`src/rtl/roi_crop.sv`:
```
// roi_crop: crops a rectangular region of interest out of a raster pixel
// stream. The ROI corners are sampled at every start-of-frame beat and held
// in shadow registers for the rest of the frame. Cropped pixels leave through
// a single-entry output register with valid/ready handshaking.
module roi_crop #(
    parameter int PIX_W   = 8,
    parameter int COORD_W = 16
) (
    input  logic                 clk_i,
    input  logic                 arst_n_i,
    input  logic [2*COORD_W-1:0] xy_0_i,
    input  logic [2*COORD_W-1:0] xy_1_i,
    input  logic                 s_valid_i,
    output logic                 s_ready_o,
    input  logic [PIX_W-1:0]     s_data_i,
    input  logic                 s_sof_i,
    input  logic                 s_eol_i,
    input  logic                 s_eof_i,
    output logic                 m_valid_o,
    input  logic                 m_ready_i,
    output logic [PIX_W-1:0]     m_data_o,
    output logic                 m_sof_o,
    output logic                 m_eol_o,
    output logic                 frame_done_o,
    output logic                 roi_err_o
);

    typedef enum logic [1:0] {
        ST_IDLE   = 2'd0,
        ST_ACTIVE = 2'd1,
        ST_DROP   = 2'd2
    } state_t;

    localparam logic [COORD_W-1:0] COORD_MAX = {COORD_W{1'b1}};

    state_t             state_q, state_d;
    logic [COORD_W-1:0] x_q, x_d, y_q, y_d;
    logic [COORD_W-1:0] x0_q, x0_d, y0_q, y0_d, x1_q, x1_d, y1_q, y1_d;
    logic               m_valid_q, m_valid_d;
    logic [PIX_W-1:0]   m_data_q, m_data_d;
    logic               m_sof_q, m_sof_d;
    logic               m_eol_q, m_eol_d;
    logic               frame_done_q, frame_done_d;
    logic               roi_err_q, roi_err_d;

    // Per-beat view: a sof beat sees the freshly presented ROI and sits at (0,0)
    logic               accept;
    logic               new_err;
    state_t             eff_state;
    logic [COORD_W-1:0] cur_x, cur_y, eff_x0, eff_y0, eff_x1, eff_y1;
    logic               in_roi;

    assign s_ready_o    = ~m_valid_q | m_ready_i;
    assign m_valid_o    = m_valid_q;
    assign m_data_o     = m_data_q;
    assign m_sof_o      = m_sof_q;
    assign m_eol_o      = m_eol_q;
    assign frame_done_o = frame_done_q;
    assign roi_err_o    = roi_err_q;

    // Resolve the coordinates, ROI and state that apply to the beat on the bus
    always_comb begin
        accept  = s_valid_i & s_ready_o;
        new_err = (xy_0_i[COORD_W-1:0] > xy_1_i[COORD_W-1:0]) |
                  (xy_0_i[2*COORD_W-1:COORD_W] > xy_1_i[2*COORD_W-1:COORD_W]);
        if (s_sof_i) begin
            cur_x     = '0;
            cur_y     = '0;
            eff_x0    = xy_0_i[COORD_W-1:0];
            eff_y0    = xy_0_i[2*COORD_W-1:COORD_W];
            eff_x1    = xy_1_i[COORD_W-1:0];
            eff_y1    = xy_1_i[2*COORD_W-1:COORD_W];
            eff_state = new_err ? ST_DROP : ST_ACTIVE;
        end else begin
            cur_x     = x_q;
            cur_y     = y_q;
            eff_x0    = x0_q;
            eff_y0    = y0_q;
            eff_x1    = x1_q;
            eff_y1    = y1_q;
            eff_state = state_q;
        end
        in_roi = (cur_x >= eff_x0) && (cur_x <= eff_x1) &&
                 (cur_y >= eff_y0) && (cur_y <= eff_y1);
    end

    // Next-state logic: FSM, raster counters, shadow ROI and output register
    always_comb begin
        state_d      = state_q;
        x_d          = x_q;
        y_d          = y_q;
        x0_d         = x0_q;
        y0_d         = y0_q;
        x1_d         = x1_q;
        y1_d         = y1_q;
        m_valid_d    = m_valid_q;
        m_data_d     = m_data_q;
        m_sof_d      = m_sof_q;
        m_eol_d      = m_eol_q;
        frame_done_d = 1'b0;
        roi_err_d    = roi_err_q;

        // Downstream took the held beat; a reload below may refill it
        if (m_ready_i) begin
            m_valid_d = 1'b0;
        end

        if (accept) begin
            if (s_sof_i) begin
                x0_d      = eff_x0;
                y0_d      = eff_y0;
                x1_d      = eff_x1;
                y1_d      = eff_y1;
                roi_err_d = new_err;
            end

            if (eff_state == ST_ACTIVE && in_roi) begin
                m_valid_d = 1'b1;
                m_data_d  = s_data_i;
                m_sof_d   = (cur_x == eff_x0) && (cur_y == eff_y0);
                m_eol_d   = (cur_x == eff_x1);
            end

            // Counters only track position inside a frame; IDLE beats are noise
            if (eff_state != ST_IDLE) begin
                if (s_eol_i) begin
                    x_d = '0;
                    y_d = (cur_y == COORD_MAX) ? cur_y : cur_y + 1'b1;
                end else begin
                    x_d = (cur_x == COORD_MAX) ? cur_x : cur_x + 1'b1;
                    y_d = cur_y;
                end
                state_d = eff_state;
                if (s_eof_i) begin
                    state_d      = ST_IDLE;
                    frame_done_d = 1'b1;
                end
            end
        end
    end

    // State and output registers; reset discards any pending output beat
    always_ff @(posedge clk_i or negedge arst_n_i) begin
        if (!arst_n_i) begin
            state_q      <= ST_IDLE;
            x_q          <= '0;
            y_q          <= '0;
            x0_q         <= '0;
            y0_q         <= '0;
            x1_q         <= '0;
            y1_q         <= '0;
            m_valid_q    <= 1'b0;
            m_data_q     <= '0;
            m_sof_q      <= 1'b0;
            m_eol_q      <= 1'b0;
            frame_done_q <= 1'b0;
            roi_err_q    <= 1'b0;
        end else begin
            state_q      <= state_d;
            x_q          <= x_d;
            y_q          <= y_d;
            x0_q         <= x0_d;
            y0_q         <= y0_d;
            x1_q         <= x1_d;
            y1_q         <= y1_d;
            m_valid_q    <= m_valid_d;
            m_data_q     <= m_data_d;
            m_sof_q      <= m_sof_d;
            m_eol_q      <= m_eol_d;
            frame_done_q <= frame_done_d;
            roi_err_q    <= roi_err_d;
        end
    end

endmodule

```
`config.mk`:
```
export PLATFORM = sky130hd
export DESIGN_NAME = roi_crop
export DESIGN_NICKNAME = d
export VERILOG_FILES = /design/src/rtl/roi_crop.sv
export SDC_FILE = /design/constraint.sdc
export NUM_CORES = 1
export LEC_CHECK = 0
export BUFFER_PORTS_ARGS = -buffer_cell sky130_fd_sc_hd__buf_2
export CAP_MARGIN = 20
export CORE_UTILIZATION = 49
export DETAILED_ROUTE_END_ITERATION = 7
export PLACE_DENSITY = 0.69
export SYNTH_ARGS = -nofsm -noshare
export SYNTH_HDL_FRONTEND = slang
export SYNTH_SLANG_ARGS = --single-unit
```
`constraint.sdc`:
```
create_clock -name clk_i -period 4.35 [get_ports clk_i]
set_input_delay 0.2175 -clock clk_i [delete_from_list [all_inputs] [get_ports clk_i]]
set_output_delay 0.2175 -clock clk_i [all_outputs]
set_load 0.05 [all_outputs]
```
* Word level (Yosys, flattened, before mapping)
Index checks and enable logic that the tools add are counted.
** Word-level totals
- Logic and storage cells :: 59
- Register bits after elaboration :: 111
- Input port bits :: 79
** Cells by class
- Multiplexer cells :: 19
- Reductions and logical operators :: 9
- Magnitude comparators :: 6
- Equality and inequality tests :: 6
- $add $sub $neg :: 2
- Bitwise operators :: 4
** Operators with widths (number)
- $mux 16 :: 10
- $eq 16x16->1 :: 3
- $add 16x1->16 const B :: 2
- $eq 16x16->1 const B :: 2
- $ge 16x16->1 :: 2
- $gt 16x16->1 :: 2
- $le 16x16->1 :: 2
- $mux 1 :: 6
- $mux 2 :: 3
- $reduce_and 2->1 :: 3
- $logic_and 1x1->1 :: 5
- $eq 2x1->1 const B :: 1
- $or 1x1->1 :: 2
- $reduce_bool 2->1 :: 1
- $and 1x1->1 :: 1
- $not 1->1 :: 1

* Longest topological paths before layout
Gate-level depths: netlist of run 1.
- Depth in word-level cells :: 8
- Gate-level depth with buffers :: 16
- Mapped depth without buffers :: 10

* Least setup slack after synthesis of run 1
Ideal clock, no wire load.
- Path type :: input port to flip-flop
- From :: input s_sof_i
- To :: register m_data_q[1], in the netlist m_data_o[1]
- Data required time :: 4.225 ns
- Path slack :: -0.260 ns
- Arrival time :: 4.485 ns
- Cell stages on the path :: 16
- Library setup time :: 0.125 ns
- Cell sequence :: clkbuf_1 -> buf_6 -> buf_12 -> clkbuf_1 -> clkbuf_1 -> buf_1 -> nor2b_1 -> ha_1 -> nand4_1 -> or4_1 -> nor4_1 -> o31ai_1 -> a211o_1 -> a2111oi_4 -> buf_6 -> mux2_4
** Between the ends
- Longest elaborated chain between the ends :: 7
- Elaborated cells on any way between the ends :: 17
** RTL lines
- start, declared :: line 16 : input logic s_sof_i,
- $mux 16 :: line 66 : if (s_sof_i) begin
- $ge 16x16->1 or $le 16x16->1 (tied branches) :: line 83 : in_roi = (cur_x >= eff_x0) && (cur_x <= eff_x1) &&
- $logic_and 1x1->1 (2 in a row) :: line 83
- $logic_and 1x1->1 :: line 84 : (cur_y >= eff_y0) && (cur_y <= eff_y1);
- $logic_and 1x1->1 * :: line 117 : if (eff_state == ST_ACTIVE && in_roi) begin
- $reduce_and 2->1 (no source line) *
- end signal, assigned :: line 167 : m_data_q <= m_data_d;
- end, declared :: line 40 : logic [PIX_W-1:0] m_data_q, m_data_d;
Every way passes the cells marked *; elsewhere a longest branch is shown, timed or not.
A chain may end at the register's enable or synchronous reset.

* Worst setup path in the final report of run 1
- From :: register y_q[14]
- To :: register m_data_q[0], in the netlist m_data_o[0]
** Between the ends
- Longest elaborated chain between the ends :: 6
- Elaborated cells on any way between the ends :: 7
** RTL lines
- start, declared :: line 37 : logic [COORD_W-1:0] x_q, x_d, y_q, y_d;
- start signal, assigned :: line 161 : y_q <= y_d;
- $mux 16 * :: line 66
- $ge 16x16->1 :: line 84
- $logic_and 1x1->1 :: line 83
- $logic_and 1x1->1 * :: line 84
- $logic_and 1x1->1 * :: line 117
- $reduce_and 2->1 (no source line) *
Marked as above.

==> impl_metrics.ini, run 1 <==
[yosys]
ys.flop_type = dfrtp_1
synth_area_leader_cell = dfrtp_1
synth_top_family_by_area = simple AND/OR/NAND/NOR gates
synth.avg_cell_area_um2 = 9.603
synth_fa_ha_area_frac = 0.1533
syn_area_mm2 = 0.007836
syn_nets = 991
yosys_warnings = 0
yosysSeqAreaShare = 0.3545
ys_ff_latch = 111
synth_area_leaders = dfrtp_1 35%, ha_1 15%, mux2i_1 8.2%, nand2_1 4.6%, mux2_2 4.5%
netlist_instances = 816
async_reset_ff_frac = 1.000
netlist.area_leader.share = 0.3545
synth_mux_area_frac = 0.1450
synthXorXnorAreaFrac = 0.02012
synth_edf_count = 0
synthSimpleGateAreaFrac = 0.1696
yosys-top-cells-count = 111 x dfrtp_1, 97 x nand2_1, 96 x ha_1, 64 x mux2i_1, 59 x o21ai_0
synth_compound_area_frac = 0.1170
synth.distinct_cells = 64
synth_most_common_cell = dfrtp_1

[global_routing]
grt_pass1_vias = 6098
grt_usage = 0.2410
grt_max_degree = 90
antenna_found_initial = 0
gr-total-overflow = 0
grt_pass1_wl_mm = 30.77

[timing]
worst_pin_slew_ns = 0.9990
slew_headroom = 0.3340
holdWs_ns = 0.04660
hold_viol_final = 0
fin_ws_ns = 0.4934
rsz0062_at_grt = no
fin_crit_ns = 3.857
max_freq_ghz = 0.2593
timing.final.crit_share = 0.8866
drv_slew = 0
finalSetupTns_ns = 0
setup_viol = 0
skew_ns = 0.01269

[placement]
dp_hpwl_mm = 14.42
pre_cts_ws_ns = 0.2624
globalplace.congestion = 0.9022
port_buffers = 92

[clock_tree]
cts_setup_buffers = 0
clock_path_buffers = 2
htree_levels = 3
clock_sinks = 111
post_cts_resized = 0
path_clk_slew_ns = 0.08
cts_buffers = 9
insertion_delay_ns = 0.37
cts-root-buf = clkbuf_16
cts_tree = done

[die]
die_height_um = 128.5
die-area_mm2 = 0.01650
ioPinCount = 93
start_util = 0.5079
die_x_um = 128.5
rows = 45
design.core.area_mm2 = 0.01543

[route]
vias = 6242
drt_wl_total_mm = 18.76
wl_per_cell_um = 16.78
drc = 0
first_pass_iters = 4
viasPerCell = 5.583
detail_route.iter0.violations = 373
ant_nets = 0

[critical_path]
reg2regPathDepth = 9
critPathCaptureType = flop
cp.arrival_ns = 4.11
r2r_start = y_q[14]$_DFFE_PN0P_
crit_start = y_q[14]$_DFFE_PN0P_
required_ns = 4.60
start_kind = flop
rrSetupSlack_ns = 0.49
critical_path.reg2reg.endpoint = m_data_o[0]$_DFFE_PN0P_
cp-endpoint = m_data_o[0]$_DFFE_PN0P_
crit_type = reg -> reg
worstPathMaxFanout = 11

[pwr]
vdd_drop_max_mv = 0.2057
power_density_mw_per_mm2 = 292.1
leakage_nw = 4.351

[cells_and_area]
n_antenna_cell = 0
fillCellCount = 1410
drive_gt1_frac = 0.1874
syn2layout_area_growth_pct = 13.09
finalNetCount = 1077

[run]
drv_cap = 0

[hold_path]
min_path_type = in -> reg

[status]
status = complete, no violations
## registers in the layout (all words and copies together), names as in the netlist
register / flops
frame_done_o: 1
m_sof_o: 1
m_data_o: 8
state_q: 2
y0_q: 16
y_q: 16
y1_q: 16
x1_q: 16
m_eol_o: 1
roi_err_o: 1
x_q: 16
m_valid_o: 1
x0_q: 16
## layer usage
metal	track usage	up-vias	part of all wire
met4	0.06713	0	0.021
met1	0.3163	2971	0.45
met5	0	-	0
met2	0.4064	113	0.49
li1	-	3130	-
met3	0.04532	28	0.032
## repair_timing
action                                  CTS  global route
endpoints found under the hold margin     0            28
hold buffers                              0             1
endpoints found under the setup margin    0             0
## critical path: stages (launching register included)
cell and delay, ns:
dfrtp_1 0.44, nor2b_1 0.17, ha_1 0.34, nand4_1 0.16, or4_1 0.62, nor4_1 0.34, o31ai_1 0.13, a211o_1 0.26
a2111oi_4 0.91, mux2_1 0.38
## where the power goes
part	internal, mW	switching (mW)	leakage, nW
clock	0.449	0.413	0.142
sequential	1.13	0.0616	1.42
combinational	0.230	0.307	2.79
## cells by family after synthesis
family | count (synthesis)
and+or+nand+nor | 261
muxes | 105
xor gates and xnor gates | 18
buffers and inverters | 76
AOI/OAI and AO/OA | 149
DFF | 111
adders and majority gates | 96
## cells in the final DEF, fill, tap and decap left out, drive strengths merged, types with 31 or more instances in the layout
master    n
dfrtp   111
buf     105
nand2    99
ha       96
o21ai    67
mux2i    64
inv      46
mux2     41
a21oi    37
nor2b    31
## worst min-delay path by stage
stage                  start                      to  slack (ns)  depth (start not counted)
floorplan           arst_n_i  frame_done_o$_DFF_PN0_       -0.08                          0
global placement     s_eof_i  state_q[1]$_DFFE_PN0P_        0.42                          2
detailed placement   s_eof_i  state_q[1]$_DFFE_PN0P_        0.42                          2
CTS                  s_eof_i  state_q[1]$_DFFE_PN0P_        0.04                          2
global route         s_eof_i  state_q[1]$_DFFE_PN0P_        0.04                          2
finish               s_eof_i  state_q[1]$_DFFE_PN0P_        0.05                          2
## per-stage QoR
step	power, mW	util	std cells	area, µm²
floorplan	1.557	-	816	7840
global placement	1.730	0.5527	1100	8527
detailed placement	1.746	0.5527	1100	8527
CTS	2.611	0.5720	1116	8825
global route	2.734	0.5745	1118	8862
finish	2.589	0.5745	1118	8862
## layout make-up
class / instances / area [µm²] / share of cell area
Clock buffer: 9 / 225.2 / 0.02541
Timing Repair Buffer: 106 / 605.6 / 0.06833
Sequential cell: 111 / 2778 / 0.3134
Multi-Input combinational cell: 629 / 4748 / 0.5358
Tap cell: 211 / 264.0 / 0.02979
Inverter: 45 / 168.9 / 0.01906
Clock inverter: 7 / 72.57 / 0.008189
Power figures use the tool's default switching activity.
==> run 2, diff against run 1 <==
--- a/config.mk
+++ b/config.mk
@@ -7,6 +7,7 @@
 export LEC_CHECK = 0
 export BUFFER_PORTS_ARGS = -buffer_cell sky130_fd_sc_hd__buf_2
 export CAP_MARGIN = 20
+export CORE_ASPECT_RATIO = 0.6
 export CORE_UTILIZATION = 49
 export DETAILED_ROUTE_END_ITERATION = 7
 export PLACE_DENSITY = 0.69
==> impl_metrics.ini, run 2 (synthesis results as in run 1) <==
[timing]
drv_slew = 0
fin_crit_ns = 3.613
worst_pin_slew_ns = 0.7464
hold_viol_final = 0
skew_ns = 0.007357
rsz0062_at_grt = no
max_freq_ghz = 0.2768
setup_viol = 0
timing.final.crit_share = 0.8305
finalSetupTns_ns = 0
slew_headroom = 0.5024
fin_ws_ns = 0.7374
holdWs_ns = 0.06252

[route]
drt_wl_total_mm = 20.34
drc = 14
viasPerCell = 5.743
ant_nets = 0
wl_per_cell_um = 18.31
first_pass_iters = 7
detail_route.iter0.violations = 579
vias = 6381

[pwr]
seqPwrFrac = 0.457
leakage_nw = 4.353
power_switching_mw = 0.7975
power_density_mw_per_mm2 = 295.2
p_clk_frac = 0.332
sw_frac_of_total = 0.3056
vdd_drop_max_mv = 0.2518
intPower_mw = 1.813
combPwrFrac = 0.211
power_mw = 2.610

[cells_and_area]
post-route-util = 0.5704
fillCellCount = 1419
final_area_mm2 = 0.008842
most-common-layout-cells = 111 x dfrtp_1, 96 x nand2_1, 96 x ha_1
drive_gt1_frac = 0.1861
layoutNonFillerInstCount = 1111
syn2layout_area_growth_pct = 12.84
final_common_cell = dfrtp_1
finalNetCount = 1078
n_antenna_cell = 0

[critical_path]
crit_start = y_q[9]$_DFFE_PN0P_
cp_slowest_cell = or4_1
critical_path.reg2reg.endpoint = m_data_o[0]$_DFFE_PN0P_
crit_type = reg -> reg
critPathCaptureType = flop
r2r_start = y_q[9]$_DFFE_PN0P_
cp.arrival_ns = 3.86
worstPathMaxFanout = 11
rrSetupSlack_ns = 0.74
cpMostUsedCell = buf_4
critPathMaxStageDelay_ns = 0.57
start_kind = flop
cp-endpoint = m_data_o[0]$_DFFE_PN0P_
path_cells = nor2b_1 > buf_4 > ha_1 > nand4_1 > or4_1 > nor4_1 > o31ai_1 > a211o_1 > a2111oi_4 > buf_4 > mux2_1
required_ns = 4.59
reg2regPathDepth = 11

[clock_tree]
cts_buffers = 9
clock_path_buffers = 2
cts-root-buf = clkbuf_16
htree_levels = 3
clock_sinks = 111
path_clk_slew_ns = 0.08
insertion_delay_ns = 0.36
cts_tree = done

[placement]
globalplace.congestion = 0.8837
port_buffers = 92
dp_hpwl_mm = 15.74
place_area_mm2 = 0.008532
pre_cts_ws_ns = 0.4562
dpl.cell_count = 1094

[global_routing]
grt_pass1_wl_mm = 32.46
antenna_found_initial = 0
gr-total-overflow = 0
grt_usage = 0.2589
grt_pass1_vias = 5903
grt_max_degree = 73

[status]
violations = DRC
status = finished, violations left

[hold_path]
min_path_type = in -> reg

[die]
rows = 35
design.core.area_mm2 = 0.01550
die_x_um = 165.3
die-area_mm2 = 0.01652
die_height_um = 99.96
ioPinCount = 93
start_util = 0.5055

[run]
drv_cap = 0
-- run 2: changes by cell type in the layout (fill, tap and decap cells not counted) --
| cell | delta |
|---|---|
| buf_4 | +2 |
| clkbuf_1 | +2 |
| clkinv_2 | -2 |
| clkinv_4 | +2 |
| clkinvlp_4 | -2 |
| buf_16 | -1 |
| inv_6 | -1 |
| inv_8 | +1 |
-- run 2: worst min-delay path by stage --
stage | startpoint | to | cells past startpoint
floorplan | arst_n_i | frame_done_o$_DFF_PN0_ | 0
global placement | arst_n_i | m_data_o[7]$_DFFE_PN0P_ | 1
detailed placement | arst_n_i | m_data_o[4]$_DFFE_PN0P_ | 1
CTS | s_eof_i | state_q[1]$_DFFE_PN0P_ | 2
global route | s_eof_i | state_q[1]$_DFFE_PN0P_ | 2
finish | s_eof_i | state_q[1]$_DFFE_PN0P_ | 2
-- run 2: critical path: cells and delay by family, from the launching register on --
family / cells / cell delay [ns]
fa+ha+maj: 1 / 0.29
compound gates: 3 / 0.73
flops: 1 / 0.45
buf+inv: 2 / 0.47
simple gates: 4 / 1.19
mux: 1 / 0.34
-- run 2: final cells by class --
class | count | area (µm²) | area share
clock inverter | 5 | 67.56 | 0.007641
inverter | 45 | 168.9 | 0.01910
clock buffer | 11 | 232.7 | 0.02632
tap | 203 | 254.0 | 0.02873
sequential | 111 | 2778 | 0.3141
timing repair buffer | 107 | 593.1 | 0.06707
multi-input combinational | 629 | 4748 | 0.5370
-- run 2: power groups by stage --
stage	sequential [mW]	clock (mW)	combinational, mW
final	1.19	0.866	0.552
after global routing	1.20	0.920	0.618
after CTS	1.19	0.883	0.549
after detailed placement	1.21	0	0.546
after global placement	1.21	0	0.533
after floorplan	1.20	0	0.357
-- run 2: repair_timing --
action,4_1_cts,5_1_grt
hold endpoints to repair,23,0
gates resized for setup,0,0
setup buffers,0,0
endpoints found under the setup margin,0,0
hold buffers,1,0
-- run 2: routing by layer --
layer	track usage	wire [µm]	up-vias
met4	0.04093	114	0
met3	0.06240	1731	10
met2	0.3103	7244	241
met1	0.4464	11250	3005
met5	0	0	-
li1	-	-	3125
==> run 3, diff against run 2 <==
==> constraint.sdc (replaced) <==
create_clock -name clk_i -period 3.6 [get_ports clk_i]
set_input_delay 0.18 -clock clk_i [delete_from_list [all_inputs] [get_ports clk_i]]
set_output_delay 0.18 -clock clk_i [all_outputs]
set_load 0.05 [all_outputs]
==> impl_metrics.ini, run 3 (synthesis results as in run 1) <==
[cells_and_area]
most-common-layout-cells = 111 x dfrtp_1, 96 x nand2_1, 96 x ha_1
syn2layout_area_growth_pct = 13.57
seq_area_mm2 = 0.002778
finalNetCount = 1083
drive_gt1_frac = 0.1919
n_antenna_cell = 0
multiInputGateArea_mm2 = 0.004748
final_common_cell = dfrtp_1
fillCellCount = 1387

[timing]
hold_viol_final = 0
slew_headroom = 0.3942
setup_viol = 0
worst_pin_slew_ns = 0.9086
timing.final.crit_share = 0.9011
drv_slew = 0
finalSetupTns_ns = 0
skew_ns = 0.01278
fin_ws_ns = 0.3561
holdWs_ns = 0.03451
max_freq_ghz = 0.3083
fin_crit_ns = 3.244
rsz0062_at_grt = no

[die]
die_height_um = 99.96
design.core.area_mm2 = 0.01550
die_x_um = 165.3
rows = 35
start_util = 0.5055
ioPinCount = 93
die-area_mm2 = 0.01652

[critical_path]
reg2regPathDepth = 10
cp_slowest_cell = or4_1
start_kind = flop
crit_buf_inv = 1
worstPathMaxFanout = 11
critPathMaxStageDelay_ns = 0.58
crit_type = reg -> reg
worst-path-stages = 10
cp.arrival_ns = 3.48
path_cells = nor2b_1 > ha_1 > nand4_1 > or4_1 > nor4_1 > o31ai_1 > a211o_1 > a2111oi_4 > buf_12 > mux2_1
required_ns = 3.83
critPathCaptureType = flop
cp_top_family = simple AND/OR/NAND/NOR gates

[route]
drt_wl_total_mm = 20.41
first_pass_iters = 7
vias = 6406
viasPerCell = 5.745
ant_nets = 0
detail_route.iter0.violations = 553
drc = 12
wl_per_cell_um = 18.31

[placement]
pre_cts_ws_ns = 0.2151
globalplace.congestion = 0.9244
dp_hpwl_mm = 15.96
port_buffers = 92

[clock_tree]
clock_path_buffers = 2
insertion_delay_ns = 0.36
cts-root-buf = clkbuf_16
clock_sinks = 111
cts_setup_buffers = 0
path_clk_slew_ns = 0.08
htree_levels = 3
cts_buffers = 9
cts_tree = done

[status]
violations = DRC
status = finished, violations left

[pwr]
power_density_mw_per_mm2 = 348.2
leakage_nw = 4.385
vdd_drop_max_mv = 0.2370

[global_routing]
gr-total-overflow = 0
grt_pass1_vias = 5875
antenna_found_initial = 0
grt_usage = 0.2578
grt_pass1_wl_mm = 32.53
grt_max_degree = 69

[hold_path]
min_path_type = in -> reg
holdPathStages = 2

[run]
drv_cap = 0
## run 3: area by class of cell
type                            count  share of cell area
Clock buffer                        9             0.02531
Sequential cell                   111              0.3121
Inverter                           45             0.01898
Multi-Input combinational cell    629              0.5335
Clock inverter                      6            0.005061
Timing Repair Buffer              112             0.07648
Tap cell                          203             0.02854
## run 3: power by group
part           switching [mW]  total, mW  internal, mW
Combinational           0.397      0.681         0.284
Sequential             0.0778       1.44          1.36
Clock                   0.502      0.975         0.473
## run 3: worst paths after layout
kind | from | to | slack (ns)
setup reg to reg | y_q[14]$_DFFE_PN0P_ | m_data_o[0]$_DFFE_PN0P_ | 0.36
min in group asynchronous | arst_n_i | m_data_o[7]$_DFFE_PN0P_ | 0.51
hold / removal | s_eof_i | state_q[1]$_DFFE_PN0P_ | 0.03
setup / recovery | y_q[14]$_DFFE_PN0P_ | m_data_o[0]$_DFFE_PN0P_ | 0.36
hold reg to reg | x0_q[7]$_DFFE_PN0P_ | x0_q[7]$_DFFE_PN0P_ | 0.48
max in group asynchronous | arst_n_i | x0_q[11]$_DFFE_PN0P_ | 2.31
## run 3: through the flow
stage          utilization  instance area, µm²  cells  total power, mW
6_report            0.5741                8900   1115            3.099
5_1_grt             0.5741                8900   1115            3.252
3_3_place_gp        0.5560                8620   1099            2.116
3_5_place_dp        0.5560                8620   1099            2.132
4_1_cts             0.5741                8900   1115            3.098
2_1_floorplan            -                7893    816            1.888
## run 3: worst reg2reg max path, cell delays in order, from the launching register on
cell and delay (ns):
dfrtp_1 0.44, nor2b_1 0.20, ha_1 0.35, nand4_1 0.15
or4_1 0.58, nor4_1 0.22, o31ai_1 0.14, a211o_1 0.27
a2111oi_4 0.25, buf_12 0.20, mux2_1 0.33
## run 3: routing by layer
| metal | GRT usage | vias up | wire [µm] |
|---|---|---|---|
| li1 | - | 3138 | - |
| met1 | 0.4467 | 2978 | 11110 |
| met2 | 0.3116 | 280 | 7115 |
| met3 | 0.06074 | 10 | 2102 |
| met4 | 0.03176 | 0 | 86 |
| met5 | 0 | - | 0 |
## run 3: timing repair
action                    CTS  global route
hold buffers                1             0
resized for setup           0             0
hold endpoints to repair   10             0
